### src/rtl/gpp_data_memory.sv
// Dual-access data memory: GPP port with combinational read / synchronous write, plus a
// router request/response port served by an IDLE/ACCESS/RESP FSM. Macro GPP_MEM_RTR_WRITE_EN enables router writes.
module gpp_data_memory #(
    parameter int DATA_WIDTH = 16,
    parameter int ADDR_WIDTH = 5,
    parameter int CNT_WIDTH  = 8
) (
    input  logic                  clk,
    input  logic                  rst,
    input  logic [ADDR_WIDTH-1:0] address_rw,
    input  logic [DATA_WIDTH-1:0] data_in,
    input  logic                  memory_write_enable,
    output logic [DATA_WIDTH-1:0] data_out,
    input  logic                  rtr_req_valid,
    output logic                  rtr_req_ready,
    input  logic                  rtr_req_write,
    input  logic [ADDR_WIDTH-1:0] rtr_req_addr,
    input  logic [DATA_WIDTH-1:0] rtr_req_wdata,
    output logic                  rtr_rsp_valid,
    input  logic                  rtr_rsp_ready,
    output logic [DATA_WIDTH-1:0] rtr_rsp_rdata,
    output logic                  rtr_rsp_err,
    output logic [CNT_WIDTH-1:0]  conflict_count
);

    localparam int DEPTH = 1 << ADDR_WIDTH;

`ifdef GPP_MEM_RTR_WRITE_EN
    localparam logic RTR_WR_EN = 1'b1;
`else
    localparam logic RTR_WR_EN = 1'b0;
`endif

    typedef enum logic [1:0] {
        ST_IDLE   = 2'd0,
        ST_ACCESS = 2'd1,
        ST_RESP   = 2'd2
    } state_t;

    logic [DATA_WIDTH-1:0] mem_q [0:DEPTH-1];
    state_t                state_q;
    logic                  req_ready_q;
    logic                  req_write_q;
    logic [ADDR_WIDTH-1:0] req_addr_q;
    logic [DATA_WIDTH-1:0] req_wdata_q;
    logic                  rsp_valid_q;
    logic [DATA_WIDTH-1:0] rsp_rdata_q;
    logic                  rsp_err_q;
    logic [CNT_WIDTH-1:0]  conflict_q;
    logic [CNT_WIDTH-1:0]  conflict_d;
    logic                  rtr_mem_we_s;

    // Router may touch the array only when the GPP is not writing this edge.
    assign rtr_mem_we_s = (state_q == ST_ACCESS) && req_write_q &&
                          !memory_write_enable && RTR_WR_EN;

    assign data_out       = mem_q[address_rw];
    assign rtr_req_ready  = req_ready_q;
    assign rtr_rsp_valid  = rsp_valid_q;
    assign rtr_rsp_rdata  = rsp_rdata_q;
    assign rtr_rsp_err    = rsp_err_q;
    assign conflict_count = conflict_q;

    // Saturating increment of the stall counter.
    always_comb begin
        conflict_d = conflict_q;
        if (conflict_q == {CNT_WIDTH{1'b1}}) begin
            conflict_d = conflict_q;
        end else begin
            conflict_d = conflict_q + {{(CNT_WIDTH-1){1'b0}}, 1'b1};
        end
    end

    // Storage array: GPP writes win; router writes land only from ACCESS.
    always_ff @(posedge clk or posedge rst) begin
        if (rst) begin
            for (int i = 0; i < DEPTH; i++) begin
                mem_q[i] <= {DATA_WIDTH{1'b0}};
            end
        end else if (memory_write_enable) begin
            mem_q[address_rw] <= data_in;
        end else if (rtr_mem_we_s) begin
            mem_q[req_addr_q] <= req_wdata_q;
        end
    end

    // Router FSM with registered handshake and response outputs.
    always_ff @(posedge clk or posedge rst) begin
        if (rst) begin
            state_q     <= ST_IDLE;
            req_ready_q <= 1'b1;
            req_write_q <= 1'b0;
            req_addr_q  <= {ADDR_WIDTH{1'b0}};
            req_wdata_q <= {DATA_WIDTH{1'b0}};
            rsp_valid_q <= 1'b0;
            rsp_rdata_q <= {DATA_WIDTH{1'b0}};
            rsp_err_q   <= 1'b0;
            conflict_q  <= {CNT_WIDTH{1'b0}};
        end else begin
            case (state_q)
                ST_IDLE: begin
                    if (rtr_req_valid && req_ready_q) begin
                        req_write_q <= rtr_req_write;
                        req_addr_q  <= rtr_req_addr;
                        req_wdata_q <= rtr_req_wdata;
                        req_ready_q <= 1'b0;
                        state_q     <= ST_ACCESS;
                    end else begin
                        req_ready_q <= 1'b1;
                    end
                end
                ST_ACCESS: begin
                    if (memory_write_enable) begin
                        conflict_q <= conflict_d;
                    end else begin
                        state_q <= ST_RESP;
                        if (req_write_q) begin
                            rsp_rdata_q <= {DATA_WIDTH{1'b0}};
                            rsp_err_q   <= !RTR_WR_EN;
                        end else begin
                            rsp_rdata_q <= mem_q[req_addr_q];
                            rsp_err_q   <= 1'b0;
                        end
                    end
                end
                ST_RESP: begin
                    // Valid rises one cycle into RESP, then holds until consumed.
                    if (!rsp_valid_q) begin
                        rsp_valid_q <= 1'b1;
                    end else if (rtr_rsp_ready) begin
                        rsp_valid_q <= 1'b0;
                        req_ready_q <= 1'b1;
                        state_q     <= ST_IDLE;
                    end else begin
                        rsp_valid_q <= 1'b1;
                    end
                end
                default: begin
                    state_q     <= ST_IDLE;
                    req_ready_q <= 1'b1;
                    rsp_valid_q <= 1'b0;
                end
            endcase
        end
    end

endmodule

### config.mk
export PLATFORM = sky130hd
export DESIGN_NAME = gpp_data_memory
export DESIGN_NICKNAME = d
export VERILOG_FILES = /design/src/rtl/gpp_data_memory.sv
export SDC_FILE = /design/constraint.sdc
export NUM_CORES = 1
export LEC_CHECK = 0
export ABC_AREA = 1
export CAP_MARGIN = 5
export CORE_MARGIN = 5
export CORE_UTILIZATION = 30
export DETAILED_ROUTE_END_ITERATION = 8
export PLACE_DENSITY = 0.49
export SLEW_MARGIN = 20
export SYNTH_ARGS = -nofsm -noshare
export SYNTH_HDL_FRONTEND = slang
export SYNTH_SLANG_ARGS = --single-unit
export TNS_END_PERCENT = 1
### constraint.sdc
create_clock -name clk -period 17.8 [get_ports clk]
set_input_delay 1.78 -clock clk [delete_from_list [all_inputs] [get_ports clk]]
set_output_delay 1.78 -clock clk [all_outputs]
set_load 0.02 [all_outputs]
==> results of run 1 <==
-- cells in the final DEF (no fill, tap or decap), types with 15 or more instances in the layout --
cell type and instances:
nor2_1 86, o21ai_1 19, nand3_1 435, buf_4 69, clkdlybuf4s50_1 74, a21oi_1 51
clkbuf_8 15, nand2_1 1532, inv_1 25, clkbuf_16 73, a22oi_1 256, o21ai_0 452
dfrtp_1 542, clkbuf_1 17
-- layout make-up --
class,count,share of cell area [%]
Inverter,40,0.548
Clock buffer,105,6.51
Timing Repair Buffer,145,4.08
Multi-Input combinational cell,2860,40.6
Sequential cell,547,42.5
Tap cell,1254,4.87
Clock inverter,19,0.851
-- how the worst min path moves through the flow --
| stage | from | end | slack, ns |
|---|---|---|---|
| 2_1_floorplan | req_write_q | req_write_q | 0.44 |
| 3_3_place_gp | rtr_rsp_rdata[7] | rtr_rsp_rdata[7] | 0.47 |
| 3_5_place_dp | rtr_rsp_rdata[3] | rtr_rsp_rdata[3] | 0.47 |
| 4_1_cts | rtr_rsp_rdata[3] | rtr_rsp_rdata[3] | 0.48 |
| 5_1_grt | rtr_rsp_rdata[7] | rtr_rsp_rdata[7] | 0.51 |
| 6_report | rtr_rsp_rdata[12] | rtr_rsp_rdata[12] | 0.48 |
-- flip-flops by register name (all words and copies together), names as in the netlist --
register        cells
mem_q             512
rtr_rsp_rdata      16
conflict_count      8
req_addr_q          5
state_q             2
req_write_q         1
rtr_req_ready       1
rtr_rsp_err         1
rtr_rsp_valid       1
-- metal layers --
metal / wire length (um) / track usage (%)
met2: 51400 / 35.3
met5: 0 / 0
met1: 52400 / 32.9
met4: 2940 / 5.69
met3: 8200 / 3.61
-- kinds of logic (layout without fill, tap and decap cells) --
logic type                 after synthesis  after routing  synth area share, %
and+or+nand+nor                       2072           2072                 29.7
AOI/OAI and AO/OA                      780            780                 16.2
adders and majority gates                1              1               0.0444
xor gates and xnor gates                 7              7                0.218
DFF                                    547            547                 48.6
buffers and inverters                  367            309                 5.24
-- stage by stage --
step / cell area, um^2 / total power [mW] / setup slack (ns) / util (%)
after global routing: 32200 / 5.10 / 10.14 / 34.6
after floorplan: 28200 / 2.75 / 0.729 / -
after detailed placement: 29800 / 3.33 / 10.32 / 32.0
after CTS: 32100 / 4.83 / 10.31 / 34.5
final: 32200 / 4.82 / 10.21 / 34.6
after global placement: 29800 / 3.32 / 10.31 / 32.0
-- critical path, stage by stage --
cell and delay [ns]:
clkdlybuf4s50_1 0.80, inv_1 0.15, nor2_4 0.77, buf_4 0.88
a22oi_1 0.14, nand2_1 0.12, nand2_1 0.05, nand2_1 0.13
nor2_1 0.05, nand2_1 0.20, clkdlybuf4s50_1 0.70
-- power groups by stage --
stage                     sequential [mW]  clock, mW  combinational [mW]
final                                1.75       1.49                1.58
after global routing                 1.79       1.56                1.75
after CTS                            1.75       1.51                1.57
after detailed placement             1.76          0                1.57
after global placement               1.76          0                1.55
after floorplan                      1.71          0                1.04
==> results_dict.tcl, run 1 <==
set metrics [dict create \
    gp_routability_congestion 0.804 \
    fmaxAchievable_ghz 0.132 \
    maximum_number_of_pins_on_one_net_before_global_route_repair 103 \
    setup.worst_path.end "data_out[12]" \
    mappedNetlistArea_um2 28200 \
    routed_via_density 5.33 \
    portBuffers 74 \
    fin_hold_ws_ns 0.482 \
    routed_wirelength_um 115000 \
    largest_area_contributor_in_the_netlist "dfrtp_1" \
    wire_per_inst_um 23.1 \
    cts-root-to-sink-buffers 3 \
    htree_levels 3 \
    worst_r2r_startpoint "req_addr_q[1]" \
    arrival_time_of_the_worst_setup_path_ns 5.81 \
    register_area_um2 13700 \
    tritoncts_buffers 69 \
    worst_r2r_path_depth 9 \
    insertion_delay_ns 0.61 \
    result_of_the_run "finished clean" \
    synth_top_area_share_pct 48.5 \
    most_common_cell_in_the_synthesized_netlist "nand2_1" \
    worstSetupPathType "input pin to output port" \
    cts_tree "done" \
    startpoint "address_rw[0]" \
    number_of_instances_on_the_worst_hold_path 2 \
    power.ir.vdd_worst_mv 0.0930 \
    ys_top_cells_by_count "nand2_1, dfrtp_1, o21ai_0" \
    antenna_found_initial 1 \
    yosysSeqAreaShare_pct 48.6 \
    multiInputGateArea_um2 13100 \
    synth_seq_cells 547 \
    first_pass_grt_wire_length_um 171000 \
    hold_path_class "flop to flop" \
    unrepaired_setup_endpoints_after_global_routing "no" \
    ff2ff_setup_slack_ns 14.49 \
    dp_hpwl_um 63800 \
    grt_overflow_total 0 \
    power_leakage_nw 14.8 \
    postCtsHoldBufs 0 \
    drv_slew 0 \
    yosys-top-cells-area "dfrtp_1, nand2_1, o21ai_0" \
    post_cts_buffers 0 \
    drt-initial-drc-count 2803 \
    nNetsFinal 3712 \
    finalSetupTns_ns 0 \
    placement_rows 112 \
    worst_slew_margin_rel_pct 24.0 \
    die_y_um 316 \
    power_per_cell_area_nw_per_um2 150 \
    p_switching_mw 1.91 \
    worst-path-max-fanout 56 \
    top_level_ports 91 \
    numPlacedInstances 4844 \
    postSynth.asyncResetShare_pct 100 \
    number_of_remaining_drc_errors 0 \
    finalCritPeriodShare_pct 42.7 \
    synth.yosys.warnings 0 \
    clock_power_share_pct 30.8 \
    overall_die_area_um2 100000 \
    worst_ep_required_time_ns 16.02 \
    start_kind "input pin" \
    number_of_maximum_capacitance_constraint_violations 0 \
    starting_utilization_of_the_core_area_pct 30.2 \
    core_um2 93200 \
    p_int_mw 2.91 \
    netlist-cell-type-count 24 \
    layout-area-overhead-vs-synth_pct 14.4 \
    setup_viol_count_final 0 \
    num_antenna_cells 0 \
    synth_enable_flop_cells 0 \
    synth_top_flop_cell "dfrtp_1" \
    worstMarginPinSlew_ns 1.14 \
    ant_nets 0 \
    number_of_instances_in_the_synthesized_netlist 3774 \
    via_count_of_the_first_global_routing_pass 25206 \
    dr.pass1.iters 6 \
    floorplan.die.width_um 316 \
    global_route_usage_over_all_layers_pct 22.6 \
    cts_root_buffer "clkbuf_16" \
    fill_cells 9903 \
    worst_r2r_endpoint "rtr_rsp_rdata[0]" \
    final_cell_count_no_fill 4970 \
    post_layout_minimum_cycle_time_ns 7.59 \
    seq_power_share_pct 36.4 \
    clock_skew_ns 0.0172 \
    clkTransAtPathRegs_ns 0.06 \
    synthesis.area_per_instance_um2 7.46 \
    finalHoldViolations 0 \
    cts_num_sinks 547 \
    num_vias 26468 \
    post_cts_resize_count 0 \
    mappedNetlistNets 3823 \
    relative_contribution_of_combinational_cells_to_total_power_pct 32.8 \
    setup.worst_path.end_class "output port" \
    switching_share_pct 39.6 \
    layout-drive-gt1-share_pct 5.62 \
]
Note: power is estimated with default switching activity, not from simulation.
==> run 2, diff against run 1 <==
--- a/config.mk
+++ b/config.mk
@@ -10,7 +10,7 @@
 export CORE_MARGIN = 5
 export CORE_UTILIZATION = 30
 export DETAILED_ROUTE_END_ITERATION = 8
-export PLACE_DENSITY = 0.49
+export PLACE_DENSITY = 0.48
 export SLEW_MARGIN = 20
 export SYNTH_ARGS = -nofsm -noshare
 export SYNTH_HDL_FRONTEND = slang
==> constraint.sdc (replaced) <==
create_clock -name clk -period 7.43 [get_ports clk]
set_input_delay 0.743 -clock clk [delete_from_list [all_inputs] [get_ports clk]]
set_output_delay 0.743 -clock clk [all_outputs]
set_load 0.02 [all_outputs]
==> results_dict.tcl, run 2 (same netlist as run 1, synthesis figures left out) <==
set metrics [dict create \
    portBuffers 74 \
    cts_num_sinks 547 \
    ant_nets 0 \
    setup_viol_count_final 0 \
    finalCritPeriodShare_pct 68.1 \
    final_cell_mix "nand2_1, dfrtp_1, o21ai_0" \
    maximum_number_of_pins_on_one_net_before_global_route_repair 148 \
    insertion_delay_ns 0.61 \
    worstMarginPinSlew_ns 1.05 \
    post_cts_resize_count 0 \
    die_y_um 316 \
    nNetsFinal 3714 \
    worst_slew_margin_rel_pct 29.7 \
    power.ir.vdd_worst_mv 0.252 \
    num_vias 26346 \
    dr.pass1.iters 6 \
    p_int_mw 6.77 \
    setup.worst_path.end_class "output port" \
    layout-drive-gt1-share_pct 5.49 \
    floorplan.die.width_um 316 \
    post_layout_minimum_cycle_time_ns 5.06 \
    layout-area-overhead-vs-synth_pct 14.2 \
    starting_utilization_of_the_core_area_pct 30.2 \
    via_count_of_the_first_global_routing_pass 25057 \
    largest-register "mem_q" \
    first_pass_grt_wire_length_um 171000 \
    detailed_place.area_um2 29900 \
    cts_root_buffer "clkbuf_16" \
    drt-initial-drc-count 2656 \
    power_per_cell_area_nw_per_um2 352 \
    post_cts_buffers 0 \
    clock_power_share_pct 29.3 \
    final_area_um2 32200 \
    global_route_usage_over_all_layers_pct 22.8 \
    drv_slew 0 \
    met3_global_route_usage_pct 4.78 \
    grt.met2_usage_pct 34.5 \
    start_kind "input pin" \
    hold_path_class "flop to flop" \
    seq_power_share_pct 37.1 \
    finalSetupTns_ns 0 \
    placement_rows 112 \
    cts_tree "done" \
    switching_share_pct 40.2 \
    worst-path-max-fanout 83 \
    routed_via_density 5.30 \
    power_leakage_nw 14.8 \
    grt_util_met1_pct 32.2 \
    grt_overflow_total 0 \
    worst_ep_required_time_ns 6.69 \
    top_level_ports 91 \
    busiest_layer "met2" \
    core_um2 93200 \
    worstSetupPathType "input pin to output port" \
    final_core_utilization_pct 34.5 \
    relative_contribution_of_combinational_cells_to_total_power_pct 33.6 \
    number_of_remaining_drc_errors 0 \
    dp_hpwl_um 64900 \
    wire_per_inst_um 23.4 \
    overall_die_area_um2 100000 \
    largest_register_ff_count 512 \
    htree_levels 3 \
    unrepaired_setup_endpoints_after_global_routing "no" \
    result_of_the_run "finished clean" \
    routed_wirelength_um 116000 \
    number_of_maximum_capacitance_constraint_violations 0 \
    p_switching_mw 4.54 \
    finalHoldViolations 0 \
    cts-root-to-sink-buffers 3 \
    clock_skew_ns 0.0188 \
    arrival_time_of_the_worst_setup_path_ns 4.31 \
    antenna_found_initial 2 \
    postCtsHoldBufs 0 \
    most_common_cell_after_layout_fill_and_taps_aside "nand2_1" \
    tritoncts_buffers 68 \
    gp_routability_congestion 0.802 \
    clkTransAtPathRegs_ns 0.06 \
    fmaxAchievable_ghz 0.198 \
]
==> run 2: cell count changes in the layout (fill, tap and decap cells not counted), moves of 2 or more <==
cell / previous run / this run
buf_4: 69 / 62
buf_12: 0 / 11
clkinv_2: 12 / 8
inv_1: 25 / 27
clkbuf_8: 15 / 19
inv_6: 2 / 4
clkbuf_16: 73 / 71
bufinv_16: 7 / 1
==> run 2: final cells by class <==
cell class	count	area (um^2)
diodes	1	2.50
clock buffers	108	2110
clock inverters	10	82.6
fillers	9845	61000
inverters	40	173
multi-input cells	2860	13100
flip-flops and latches	547	13700
well taps	1254	1570
repair buffers	148	1450
==> run 2: final timing paths <==
path	startpoint	endpoint	slack, ns	depth (start not counted)
max in group asynchronous	rst	req_addr_q[2]	5.22	4
min reg2reg	rtr_rsp_rdata[2]	rtr_rsp_rdata[2]	0.48	2
max reg2reg	req_addr_q[0]	rtr_rsp_rdata[3]	4.06	10
min	rtr_rsp_rdata[2]	rtr_rsp_rdata[2]	0.48	2
max	address_rw[1]	data_out[0]	2.37	11
min in group asynchronous	rst	mem_q[39]	0.52	2
==> run 2: power groups by stage <==
stage | clock (mW) | sequential (mW) | combinational, mW
2_1_floorplan | 0 | 4.09 | 2.50
3_3_place_gp | 0 | 4.23 | 3.76
3_5_place_dp | 0 | 4.23 | 3.78
4_1_cts | 3.39 | 4.19 | 3.79
5_1_grt | 3.51 | 4.28 | 4.20
6_report | 3.31 | 4.20 | 3.80
==> run 2: metal layers <==
| layer | wire length (um) | vias to the layer above |
|---|---|---|
| met2 | 50800 | 1037 |
| li1 | - | 12364 |
| met3 | 8850 | 222 |
| met4 | 4860 | 0 |
| met5 | 0 | - |
| met1 | 51500 | 12723 |
==> run 2: per-stage QoR <==
step	hold WS, ns	worst slack (ns)	power (mW)	cells
4_1_cts	0.485	2.42	11.4	4966
5_1_grt	0.505	2.21	12.0	4967
2_1_floorplan	0.442	-0.754	6.58	3774
3_5_place_dp	0.469	2.42	8.01	4848
3_3_place_gp	0.470	2.41	7.99	4848
6_report	0.481	2.37	11.3	4968
==> run 2: critical path, stage by stage <==
cell and delay [ns]:
clkdlybuf4s50_1 0.75, nand2_1 0.21, inv_6 0.78, buf_4 0.55, a22oi_1 0.16, nand2_1 0.08, nand2_1 0.05, nand2_1 0.16
nor2_1 0.05, nand2_1 0.09, clkdlybuf4s50_1 0.65
==> run 3, diff against run 2 <==
==> constraint.sdc (replaced) <==
create_clock -name clk -period 5.2 [get_ports clk]
set_input_delay 0.52 -clock clk [delete_from_list [all_inputs] [get_ports clk]]
set_output_delay 0.52 -clock clk [all_outputs]
set_load 0.02 [all_outputs]
==> results_dict.tcl, run 3 (same netlist as run 1, synthesis figures left out) <==
set metrics [dict create \
    post_layout_minimum_cycle_time_ns 4.10 \
    gp_routability_congestion 0.805 \
    result_of_the_run "finished clean" \
    clock_skew_ns 0.0117 \
    final_core_utilization_pct 34.8 \
    nNetsFinal 3736 \
    post-place-ws_ns 1.14 \
    worst_ep_required_time_ns 4.68 \
    layout-drive-gt1-share_pct 5.74 \
    cts_tree "done" \
    seq_power_share_pct 36.7 \
    clock_power_share_pct 29.2 \
    maximum_number_of_pins_on_one_net_before_global_route_repair 169 \
    relative_contribution_of_combinational_cells_to_total_power_pct 34.2 \
    startpoint "address_rw[1]" \
    die_y_um 316 \
    power.ir.vdd_worst_mv 0.536 \
    setup_viol_count_final 0 \
    p_int_mw 9.76 \
    overall_die_area_um2 100000 \
    cts_num_sinks 547 \
    postCtsHoldBufs 0 \
    routed_via_density 5.35 \
    hold_path_class "input pin to asynchronous set/reset pin" \
    layout-area-overhead-vs-synth_pct 15.0 \
    unrepaired_setup_endpoints_after_global_routing "no" \
    finalCritPeriodShare_pct 78.9 \
    post_cts_buffers 0 \
    worst_r2r_startpoint "req_addr_q[0]" \
    numPlacedInstances 4871 \
    number_of_maximum_capacitance_constraint_violations 0 \
    timing.critical_path.mode_cell "nand2_1" \
    fin_hold_ws_ns 0.292 \
    floorplan.die.width_um 316 \
    cts_root_buffer "clkbuf_16" \
    largest_register_ff_count 512 \
    placement_rows 112 \
    tritoncts_buffers 68 \
    cts-root-to-sink-buffers 3 \
    core_um2 93200 \
    finalSetupTns_ns 0 \
    wire_per_inst_um 23.4 \
    antenna_found_initial 1 \
    worstMarginPinSlew_ns 1.16 \
    drv_slew 0 \
    arrival_time_of_the_worst_setup_path_ns 3.58 \
    final_cell_mix "nand2_1, dfrtp_1, o21ai_0" \
    largest-register "mem_q" \
    worstSetupPathType "input pin to output port" \
    insertion_delay_ns 0.61 \
    timing.critical_path.cells "clkdlybuf4s50_1 > inv_1 > nor2_4 > buf_12 > a22oi_1 > nand2_1 > nand2_1 > nand2_1 > nor2_1 > nand2_1 > clkdlybuf4s50_1" \
    htree_levels 3 \
    dr.pass1.iters 5 \
    clkTransAtPathRegs_ns 0.06 \
    worst_slew_margin_rel_pct 22.8 \
    timing.final.ws_setup_ns 1.10 \
    final_area_um2 32400 \
    p_switching_mw 6.52 \
    switching_share_pct 40.1 \
    first_pass_grt_wire_length_um 173000 \
    post_cts_resize_count 0 \
    fill_cells 9947 \
    routed_wirelength_um 117000 \
    slowest_delay_ns 0.66 \
    grt_overflow_total 0 \
    starting_utilization_of_the_core_area_pct 30.2 \
    ant_nets 0 \
    detailed_place.area_um2 30200 \
    worst-path-max-fanout 37 \
    fmaxAchievable_ghz 0.244 \
    dp_hpwl_um 67700 \
    setup.worst_path.end_class "output port" \
    most_common_cell_after_layout_fill_and_taps_aside "nand2_1" \
    power.total_mw 16.3 \
    number_of_remaining_drc_errors 0 \
    num_antenna_cells 0 \
    portBuffers 74 \
    power_per_cell_area_nw_per_um2 503 \
    global_route_usage_over_all_layers_pct 23.0 \
    via_count_of_the_first_global_routing_pass 25474 \
    top_level_ports 91 \
    drt-initial-drc-count 2952 \
    final_cell_count_no_fill 4984 \
    critical_path.slowest_cell "clkdlybuf4s50_1" \
    finalHoldViolations 0 \
    num_vias 26649 \
    power_leakage_nw 14.9 \
    start_kind "input pin" \
]
[run 3: path summary, 6_finish.rpt]
check,end,slack (ns),cells past startpoint
setup / recovery,data_out[13],1.10,11
hold / removal,mem_q[439],0.29,2
setup reg to reg,rtr_rsp_rdata[3],2.20,9
hold reg to reg,rtr_rsp_rdata[6],0.48,2
max in group asynchronous,req_addr_q[2],3.58,4
min in group clk,req_write_q,0.47,3
[run 3: power groups by stage]
stage               clock network (mW)  logic, mW  registers (mW)
CTS                               4.85       5.54            5.95
detailed placement                   0       5.52            6.01
global route                      5.01       6.13            6.09
floorplan                            0       3.57            5.84
finish                            4.75       5.56            5.97
global placement                     0       5.46            6.01
[run 3: final cells by class]
cell class                      count  area, um^2  share of cell area, %
Sequential cell                   547       13700                   42.3
Multi-Input combinational cell   2860       13100                   40.3
Clock buffer                      105        2010                   6.20
Timing Repair Buffer              170        1740                   5.36
Tap cell                         1254        1570                   4.84
Inverter                           40         173                  0.533
Clock inverter                      8         140                  0.433
[run 3: layer usage]
layer | GRT usage (%) | up-vias | part of all wire [%]
met1 | 32.9 | 13025 | 45
met2 | 35.4 | 1019 | 44
met5 | 0 | - | 0
li1 | - | 12405 | -
met3 | 4.38 | 200 | 7.2
met4 | 7.30 | 0 | 3.5
[run 3: critical path, delay by kind of cell]
| family | cells | cell delay [ns] |
|---|---|---|
| and+or+nand+nor | 6 | 1.12 |
| buffers and inverters | 4 | 1.76 |
| AOI/OAI and AO/OA | 1 | 0.11 |
